**src/rtl/div_share_pkg.sv**
```systemverilog
// Shared types and default sizes for the divider-sharing controller.
package div_share_pkg;

  localparam int WIDTH_C       = 14;
  localparam int DIV_LATENCY_C = 7;
  localparam int NUM_REQ_C     = 4;
  localparam int TAG_W_C       = $clog2(NUM_REQ_C);

  // Tag width follows the default requester count; widen TAG_W_C if NUM_REQ grows.
  typedef logic [TAG_W_C-1:0] tag_t;

  // One shadow stage travelling alongside the divider pipeline.
  typedef struct packed {
    logic valid;
    tag_t tag;
    logic dbz;
  } shadow_stage_t;

endpackage

```
**src/rtl/rr_arbiter.sv**
```systemverilog
// Round-robin arbiter: search starts at the pointer, pointer moves past each winner.
module rr_arbiter #(
  parameter int NUM_REQ = 4,
  parameter int IDX_W   = $clog2(NUM_REQ)
) (
  input  logic               clk_i,
  input  logic               rst_n_i,
  input  logic               en_i,
  input  logic [NUM_REQ-1:0] req_i,
  output logic [NUM_REQ-1:0] gnt_o,
  output logic [IDX_W-1:0]   gnt_idx_o,
  output logic               gnt_vld_o
);

  logic [IDX_W-1:0] ptr_q, ptr_d;
  logic [IDX_W-1:0] cand;

  // First requester at or after the pointer wins; pointer advances to winner+1.
  always_comb begin
    gnt_o     = '0;
    gnt_idx_o = '0;
    gnt_vld_o = 1'b0;
    cand      = '0;
    for (int i = 0; i < NUM_REQ; i++) begin
      cand = IDX_W'((int'(ptr_q) + i) % NUM_REQ);
      if (en_i && !gnt_vld_o && req_i[cand]) begin
        gnt_vld_o   = 1'b1;
        gnt_idx_o   = cand;
        gnt_o[cand] = 1'b1;
      end
    end
    ptr_d = ptr_q;
    if (gnt_vld_o)
      ptr_d = (gnt_idx_o == IDX_W'(NUM_REQ - 1)) ? '0 : gnt_idx_o + 1'b1;
  end

  // Pointer register.
  always_ff @(posedge clk_i or negedge rst_n_i) begin
    if (!rst_n_i) ptr_q <= '0;
    else          ptr_q <= ptr_d;
  end

endmodule

```
**src/rtl/div_share_ctrl.sv**
```systemverilog
// Shares one pipelined divider among NUM_REQ requesters. A shadow pipeline of
// {valid, tag, dbz} runs in lockstep with the divider (same pause) and steers
// each quotient back to its requester; the divider's own valid is never used.
module div_share_ctrl
  import div_share_pkg::*;
#(
  parameter int NUM_REQ     = NUM_REQ_C,
  parameter int WIDTH       = WIDTH_C,
  parameter int DIV_LATENCY = DIV_LATENCY_C,
  parameter int TAG_W       = $clog2(NUM_REQ)
) (
  input  logic                             clk_in,
  input  logic                             rst_n_in,
  input  logic [NUM_REQ-1:0]               req_valid_in,
  input  logic [NUM_REQ*WIDTH-1:0]         req_dividend_in,
  input  logic [NUM_REQ*WIDTH-1:0]         req_divisor_in,
  output logic [NUM_REQ-1:0]               req_ready_out,
  output logic [NUM_REQ-1:0]               res_valid_out,
  output logic [WIDTH-1:0]                 res_quotient_out,
  output logic                             res_dbz_out,
  input  logic [NUM_REQ-1:0]               res_ready_in,
  output logic [WIDTH-1:0]                 div_dividend_out,
  output logic [WIDTH-1:0]                 div_divisor_out,
  output logic                             div_valid_out,
  output logic                             div_pause_out,
  input  logic [WIDTH-1:0]                 div_quotient_in,
  output logic [$clog2(DIV_LATENCY+1)-1:0] inflight_out
);

  localparam int CNT_W = $clog2(DIV_LATENCY + 1);

  logic               arb_en;
  logic [NUM_REQ-1:0] gnt;
  logic [TAG_W-1:0]   gnt_idx;
  logic               gnt_vld;

  shadow_stage_t      shadow_q [DIV_LATENCY];
  shadow_stage_t      s0_d;
  shadow_stage_t      tail;

  logic [WIDTH-1:0]   dvd_q, dvd_d, dvs_q, dvs_d;
  logic [CNT_W-1:0]   inflight_q, inflight_d;

  assign tail = shadow_q[DIV_LATENCY-1];

  // Freeze everything while the completing result's owner cannot take it.
  assign div_pause_out = tail.valid & ~res_ready_in[tail.tag];

  // No issue while paused, and nothing leaks out while reset is held.
  assign arb_en = ~div_pause_out & rst_n_in;

  rr_arbiter #(
    .NUM_REQ (NUM_REQ),
    .IDX_W   (TAG_W)
  ) u_arb (
    .clk_i     (clk_in),
    .rst_n_i   (rst_n_in),
    .en_i      (arb_en),
    .req_i     (req_valid_in),
    .gnt_o     (gnt),
    .gnt_idx_o (gnt_idx),
    .gnt_vld_o (gnt_vld)
  );

  assign req_ready_out = gnt;
  assign div_valid_out = gnt_vld;

  // Operand mux from the winner; with no grant the last operands are held.
  always_comb begin
    dvd_d = dvd_q;
    dvs_d = dvs_q;
    if (gnt_vld) begin
      dvd_d = req_dividend_in[int'(gnt_idx)*WIDTH +: WIDTH];
      dvs_d = req_divisor_in[int'(gnt_idx)*WIDTH +: WIDTH];
    end
  end

  assign div_dividend_out = dvd_d;
  assign div_divisor_out  = dvs_d;

  // Operand hold register.
  always_ff @(posedge clk_in or negedge rst_n_in) begin
    if (!rst_n_in) begin
      dvd_q <= '0;
      dvs_q <= '0;
    end else begin
      dvd_q <= dvd_d;
      dvs_q <= dvs_d;
    end
  end

  // Entry into the shadow pipeline for this cycle's issue (or a bubble).
  always_comb begin
    s0_d       = '0;
    s0_d.valid = gnt_vld;
    s0_d.tag   = tag_t'(gnt_idx);
    s0_d.dbz   = gnt_vld & (dvs_d == '0);
  end

  // Shadow pipeline, shifting only on the same cycles the divider advances.
  always_ff @(posedge clk_in or negedge rst_n_in) begin
    if (!rst_n_in) begin
      for (int i = 0; i < DIV_LATENCY; i++) shadow_q[i] <= '0;
    end else if (!div_pause_out) begin
      shadow_q[0] <= s0_d;
      for (int i = 1; i < DIV_LATENCY; i++) shadow_q[i] <= shadow_q[i-1];
    end
  end

  // Result steering straight from the tail stage.
  always_comb begin
    res_valid_out           = '0;
    res_valid_out[tail.tag] = tail.valid;
  end

  assign res_quotient_out = div_quotient_in;
  assign res_dbz_out      = tail.valid & tail.dbz;

  // Occupancy: unpaused tail valid means the result was consumed this cycle.
  always_comb begin
    inflight_d = inflight_q;
    if (!div_pause_out)
      inflight_d = inflight_q + CNT_W'(gnt_vld) - CNT_W'(tail.valid);
  end

  // Occupancy register.
  always_ff @(posedge clk_in or negedge rst_n_in) begin
    if (!rst_n_in) inflight_q <= '0;
    else           inflight_q <= inflight_d;
  end

  assign inflight_out = inflight_q;

endmodule

```
**config.mk**
```make
export PLATFORM = sky130hd
export DESIGN_NAME = div_share_ctrl
export DESIGN_NICKNAME = d
export VERILOG_FILES = /design/src/rtl/div_share_pkg.sv /design/src/rtl/rr_arbiter.sv /design/src/rtl/div_share_ctrl.sv
export SDC_FILE = /design/constraint.sdc
export NUM_CORES = 1
export LEC_CHECK = 0
export CORE_MARGIN = 1
export CORE_UTILIZATION = 42
export CTS_CLUSTER_DIAMETER = 100
export CTS_CLUSTER_SIZE = 12
export DETAILED_ROUTE_END_ITERATION = 6
export HOLD_SLACK_MARGIN = 0.15
export PLACE_DENSITY_LB_ADDON = 0.15
export SLEW_MARGIN = 10
export SYNTH_ARGS = -nofsm -noshare
export SYNTH_HDL_FRONTEND = slang
export SYNTH_SLANG_ARGS = --single-unit
export TNS_END_PERCENT = 30
```
**constraint.sdc**
```tcl
create_clock -name clk_in -period 4.89 [get_ports clk_in]
set_input_delay 0.978 -clock clk_in [delete_from_list [all_inputs] [get_ports clk_in]]
set_output_delay 0.978 -clock clk_in [all_outputs]
set_load 0.05 [all_outputs]
```
== Word-level counts from Yosys, hierarchy flattened ==
Index checks and enable logic that the tools add are counted.

* Register bits: 61
* Input bits: 136
* Word-level logic and storage cells: 106

* Add/subtract/negate cells: 6
* Multipliers: 1
* Order comparisons: 10
* Equality and inequality tests: 1
* Shifts and indexed selects: 2
* Muxes and demuxes: 35
* Bitwise operators: 10
* Reduce and logical (&&, ||, !) cells: 16

{| class="wikitable"
|+ Operator list
! operator !! number
|-
| 56-bit by 32-bit indexed part select with 14-bit output || 1
|-
| 56-bit by 7-bit indexed part select with 14-bit output || 1
|-
| 14-bit 2-to-1 mux || 2
|-
| 4-bit 2-to-1 mux || 4
|-
| 2-bit by 3-bit < comparator with 1-bit output, second input constant || 5
|-
| 14-bit zero test || 1
|-
| 1-bit 2-to-1 mux || 14
|-
| 1-bit logical AND || 12
|-
| 4-bit bitwise OR || 3
|-
| 1-bit binary-select mux with 2-bit select || 5
|-
| 1-bit demux with 2-bit select || 5
|-
| 2-bit by 1-bit greater-or-equal comparator with 1-bit output, second input constant || 5
|-
| 2-bit 2-to-1 mux || 5
|-
| 2-bit by 3-bit multiplier with 5-bit output, second input constant || 1
|-
| 2-bit by 1-bit adder with 2-bit output, second input constant || 2
|-
| 2-bit adder, second input constant || 2
|-
| 1-bit bitwise AND || 4
|-
| 4-bit bitwise AND || 1
|-
| 3-bit by 1-bit adder with 3-bit output || 1
|-
| 1-bit zero test || 3
|-
| 3-bit by 1-bit subtractor with 3-bit output || 1
|-
| 2-bit == test, second input constant || 1
|-
| 1-bit inverter || 2
|}

== Longest topological paths before layout ==
* Depth after elaboration: 25
* Depth in mapped cells: 15
* Mapped depth without buffers: 12

== By module ==
Synthesis repeated with hierarchy kept, for this count alone.

* Cells, all modules: 340
* Area total of the unflattened synthesis: 3,789.9 µm²

{| class="wikitable"
|+ Modules (own cells, without submodules)
! module !! times used !! cells an instance !! area each (µm²)
|-
| div_share_ctrl || 1 || 280 || 3,256.9
|-
| rr_arbiter || 1 || 60 || 533.0
|}

== Worst setup path after synthesis ==
Ideal clock, no wire load.

* Path kind: register to output
* Start point: register u_arb.ptr_q[1]
* End point: output div_divisor_out[7]
* Arrival time: 3,953 ps
* Required time: 3,912 ps
* Slack: -41 ps
* Cell stages (with the launch flop): 14
* Path through: dfrtp_1 buf_2 inv_1 ha_1 buf_2 mux2i_1 o32a_1 a2bb2oi_1 buf_2 nand3_1 buf_1 mux2i_1 mux2_2 o21ai_0

* Word-level cells in the longest chain between the ends: 19
* Elaborated cells on any way between the ends: 32
* Those cells by class: add/sub: 3; mul: 1; shift: 1; mux: 17; reduce/logical: 10

{| class="wikitable"
|+ RTL lines
! what !! RTL line !! source
|-
| from (decl) || rr_arbiter.sv:15 || <nowiki>logic [IDX_W-1:0] ptr_q, ptr_d;</nowiki>
|-
| from (signal assigned) || rr_arbiter.sv:40 || <nowiki>else ptr_q <= ptr_d;</nowiki>
|-
| 1-bit binary-select mux with 2-bit select || rr_arbiter.sv:26 || <nowiki>if (en_i && !gnt_vld_o && req_i[cand]) begin</nowiki>
|-
| 1-bit 2-to-1 mux (not written as such) || rr_arbiter.sv:26 ||
|-
| 1-bit logical AND || rr_arbiter.sv:26 ||
|-
| 1-bit 2-to-1 mux || rr_arbiter.sv:26 ||
|-
| 1-bit zero test || rr_arbiter.sv:26 ||
|-
| 1-bit logical AND (2 in series) || rr_arbiter.sv:26 ||
|-
| 1-bit 2-to-1 mux || rr_arbiter.sv:26 ||
|-
| 1-bit zero test || rr_arbiter.sv:26 ||
|-
| 1-bit logical AND (2 in series) || rr_arbiter.sv:26 ||
|-
| 1-bit 2-to-1 mux || rr_arbiter.sv:26 ||
|-
| 1-bit zero test || rr_arbiter.sv:26 ||
|-
| 1-bit logical AND (2 in series) || rr_arbiter.sv:26 ||
|-
| 2-bit 2-to-1 mux || rr_arbiter.sv:26 ||
|-
| 2-bit by 3-bit multiplier with 5-bit output || div_share_ctrl.sv:74 || <nowiki>dvs_d = req_divisor_in[int'(gnt_idx)*WIDTH +: WIDTH];</nowiki>
|-
| 56-bit by 7-bit indexed part select with 14-bit output || div_share_ctrl.sv:74 ||
|-
| 14-bit 2-to-1 mux * || div_share_ctrl.sv:72 || <nowiki>if (gnt_vld) begin</nowiki>
|-
| to (decl) || div_share_ctrl.sv:23 || <nowiki>output logic [WIDTH-1:0] div_divisor_out,</nowiki>
|}

Every way passes the cells marked *; elsewhere a longest branch is shown, timed or not. The select of a mux whose other input is x is not followed.

== Worst setup path after layout ==
* Start point: input res_ready_in[0]
* End point: output div_divisor_out[6]

* Word-level cells in the longest chain between the ends: 23
* Elaborated cells on any way between the ends: 27
* Those cells by class: mul: 1; shift: 1; mux: 11; bitwise: 4; reduce/logical: 10

{| class="wikitable"
|+ RTL lines
! what !! RTL line !! source
|-
| from (decl) || div_share_ctrl.sv:21 || <nowiki>input logic [NUM_REQ-1:0] res_ready_in,</nowiki>
|-
| 1-bit binary-select mux with 2-bit select * || div_share_ctrl.sv:47 || <nowiki>assign div_pause_out = tail.valid & ~res_ready_in[tail.tag];</nowiki>
|-
| 1-bit 2-to-1 mux (not written as such) * || div_share_ctrl.sv:47 ||
|-
| 1-bit inverter * || div_share_ctrl.sv:47 ||
|-
| 1-bit bitwise AND * || div_share_ctrl.sv:47 ||
|-
| 1-bit inverter * || div_share_ctrl.sv:50 || <nowiki>assign arb_en = ~div_pause_out & rst_n_in;</nowiki>
|-
| 1-bit bitwise AND * || div_share_ctrl.sv:50 ||
|-
| 1-bit logical AND || rr_arbiter.sv:26 ||
|-
| 1-bit 2-to-1 mux || rr_arbiter.sv:26 ||
|-
| (+5 left out) || -- ||
|-
| 1-bit logical AND (2 in series) || rr_arbiter.sv:26 ||
|-
| 1-bit 2-to-1 mux || rr_arbiter.sv:26 ||
|-
| 1-bit zero test || rr_arbiter.sv:26 ||
|-
| 1-bit logical AND (2 in series) || rr_arbiter.sv:26 ||
|-
| 2-bit 2-to-1 mux || rr_arbiter.sv:26 ||
|-
| 2-bit by 3-bit multiplier with 5-bit output || div_share_ctrl.sv:74 ||
|-
| 56-bit by 7-bit indexed part select with 14-bit output || div_share_ctrl.sv:74 ||
|-
| 14-bit 2-to-1 mux * || div_share_ctrl.sv:72 ||
|}

Marked as above.

==> results.py <==
metrics = {
    "run_status": {
        "status": "finished clean",
    },
    "clocking": {
        "cts_max_level": 3,
        "cts_tree": "built",
        "root_buffer": "clkbuf_8",
        "ctsHoldBuffers": 0,
        "clockBufferDepth": 2,
        "path_clk_slew_ns": 0.06,
        "cts_buffers": 9,
        "clock-sinks": 61,
        "insertion_delay_ns": 0.33,
    },
    "power_and_ir_drop": {
        "powerDensity_nw_per_um2": 734,
        "p_total_mw": 4.41,
        "ir_drop_uv": 611,
        "p_leak_nw": 2.82,
    },
    "sta": {
        "finalSetupViolations": 0,
        "rsz0062_at_grt": "false",
        "min_period_over_period_pct": 96.3,
        "tightest_slew_ns": 0.766,
        "period_needed_ns": 4.71,
        "fin_skew_ns": 0.00798,
        "slew_viol_final": 0,
        "fmax_ghz": 0.212,
        "hold_viol_final": 0,
        "maxSlewHeadroom_pct": 48.9,
    },
    "die": {
        "row_count": 35,
        "core_area_um2": 9280,
        "dieArea_um2": 9990,
        "ioPinCount": 192,
        "initial_core_util_pct": 43.4,
        "die_x_um": 100,
        "die_y_um": 100,
    },
    "synthesis": {
        "synth_area_leaders": "dfrtp_1, nand2_1, o211ai_1",
        "synth_area_leader_cell": "dfrtp_1",
        "ys_types": 51,
        "synth_seq_cells": 61,
        "ys.flop_type": "dfrtp_1",
        "synth_nets": 626,
        "synth_common_cells": "nand2_1, dfrtp_1, inv_1",
        "syn_area_per_cell_um2": 8.34,
        "ys_async_sr_fraction_pct": 100,
        "ys_warn_count": 0,
        "yosysSeqAreaShare_pct": 37.9,
        "syn_area_um2": 4030,
        "synthCells": 483,
        "synth.most_common_cell": "nand2_1",
        "synthDominantCellAreaShare_pct": 37.9,
        "synth_edf_count": 0,
    },
    "job": {
        "drv_cap": 0,
    },
    "critical_path": {
        "cp_cell_sequence": "clkdlybuf4s50_1 -> mux2i_1 -> a221oi_4 -> buf_4 -> nand3_1 -> buf_12 -> mux2i_1 -> mux2_2 -> o21ai_0 -> buf_4 -> buf_12",
        "rr_worst_depth": 12,
        "startpoint_type": "input pin",
        "crit_arrival_ns": 3.73,
        "end_kind": "primary output",
        "critPathKind": "in2out",
        "path_max_fanout": 39,
        "critPathRequiredTime_ns": 3.91,
        "max_stage_delay_ns": 0.50,
        "cp_slowest_cell": "a221oi_4",
    },
    "layout": {
        "layout-drive-gt1-share_pct": 14.2,
        "fin_cells": 756,
        "areaGrowthSynthToFinish_pct": 49.0,
        "n_antenna_cell": 0,
        "nets": 768,
    },
    "routing": {
        "num_vias": 3987,
        "vias_per_cell": 5.27,
        "drcViolationCount": 0,
        "postRouteAntennaNets": 0,
        "drt_iter0_drc": 185,
        "routedWlPerCell_um": 14.8,
        "drt_pass1_iterations": 5,
        "routed_wirelength_um": 11200,
    },
    "grt": {
        "overflow": 0,
        "antenna_found_initial": 0,
        "grt_usage_pct": 23.3,
        "grt_pass1_wl_um": 18300,
        "grt_max_degree": 63,
        "grt_pass1_vias": 3950,
    },
    "hold_path": {
        "hold_depth": 2,
        "hold_class": "reg2reg",
    },
    "placed_design": {
        "dp_hpwl_um": 8300,
        "gp_congestion": 0.802,
        "placedCellCount": 742,
        "io_buffers": 163,
    },
}
-- cell usage in the layout (no fill, tap or decap), drive strengths merged, types with 6 or more instances in the layout --
master         instances
nand2                157
clkdlybuf4s50        128
dfrtp                 61
buf                   53
inv                   28
nand4                 20
o211ai                20
and3                  18
a311oi                15
a21o                  14
and2                  13
clkbuf                10
mux2i                  8
a31o                   8
o21ai                  7
ha                     6
nor2b                  6
-- stage by stage --
step	util, %	hold slack (ns)	setup TNS [ns]	area (um^2)	worst slack [ns]
6_report	64.7	0.464	0	6000	0.183
5_1_grt	64.7	0.490	0	6000	0.0130
4_1_cts	64.6	0.466	0	6000	0.0404
3_5_place_dp	62.8	0.450	0	5830	0.0985
3_3_place_gp	62.8	0.447	0	5830	0.189
2_1_floorplan	-	0.435	-0.0405	4030	-0.0405
-- cells by family (layout without fill, tap and decap cells) --
family / count (synthesis) / in the layout / share of synthesized area, %
AO/OA/AOI/OAI: 87 / 87 / 17.6
XOR/XNOR: 3 / 3 / 0.652
adder cells (fa/ha/maj): 7 / 7 / 2.36
buffers and inverters: 79 / 223 / 9.41
flip-flops: 61 / 61 / 37.9
multiplexers: 16 / 16 / 5.34
AND/OR/NAND/NOR: 230 / 230 / 26.8
-- per-layer routing --
| metal | wire [um] | GRT usage (%) |
|---|---|---|
| met1 | 4700 | 28.6 |
| met2 | 5660 | 40.2 |
| met3 | 718 | 6.20 |
| met4 | 151 | 6.67 |
| met5 | 0 | 0 |
-- area by class of cell --
cell class                 count  area, um^2
inverter                      29         109
clock inverter                 3        15.0
clock buffer                  10         138
tap                          129         161
sequential                    61        1530
fill                         812        3280
timing repair buffer         181        1910
multi-input combinational    343        2140
-- critical path: cells and delay by family --
kind,cells,cell delay [ns]
buf+inv,5,1.31
simple gates,1,0.16
mux,3,0.56
compound gates,2,0.67
-- state kept, by name, indices dropped and copies added (netlist names) --
| name | cells |
|---|---|
| dvs_q | 14 |
| dvd_q | 14 |
| u_arb.ptr_q | 2 |
| shadow_q | 28 |
| inflight_out | 3 |
-- power by group --
group | switching, mW | total (mW) | internal (mW)
logic | 1.94 | 3.21 | 1.27
registers | 0.102 | 0.832 | 0.730
clock network | 0.177 | 0.363 | 0.186
-- what timing repair did --
| item | CTS | global route |
|---|---|---|
| cloned | 0 | 0 |
| buffers inserted | 1 | 0 |
| pin swaps | 1 | 0 |
| endpoints found under the setup margin | 3 | 18 |
| resized for setup | 0 | 1 |
-- worst paths after layout --
check	startpoint	to	slack, ns
min	shadow_q[21]$_DFFE_PN0N_	shadow_q[17]$_DFFE_PN0N_	0.46
min in group asynchronous	rst_n_in	inflight_out[1]$_DFFE_PN0N_	0.81
min reg2reg	shadow_q[21]$_DFFE_PN0N_	shadow_q[17]$_DFFE_PN0N_	0.46
max	res_ready_in[0]	div_divisor_out[6]	0.18
max in group asynchronous	rst_n_in	dvd_q[10]$_DFF_PN0_	3.55
max reg2reg	u_arb.ptr_q[1]$_DFFE_PN0N_	shadow_q[24]$_DFFE_PN0N_	0.93
(Power assumes the default switching activity.)
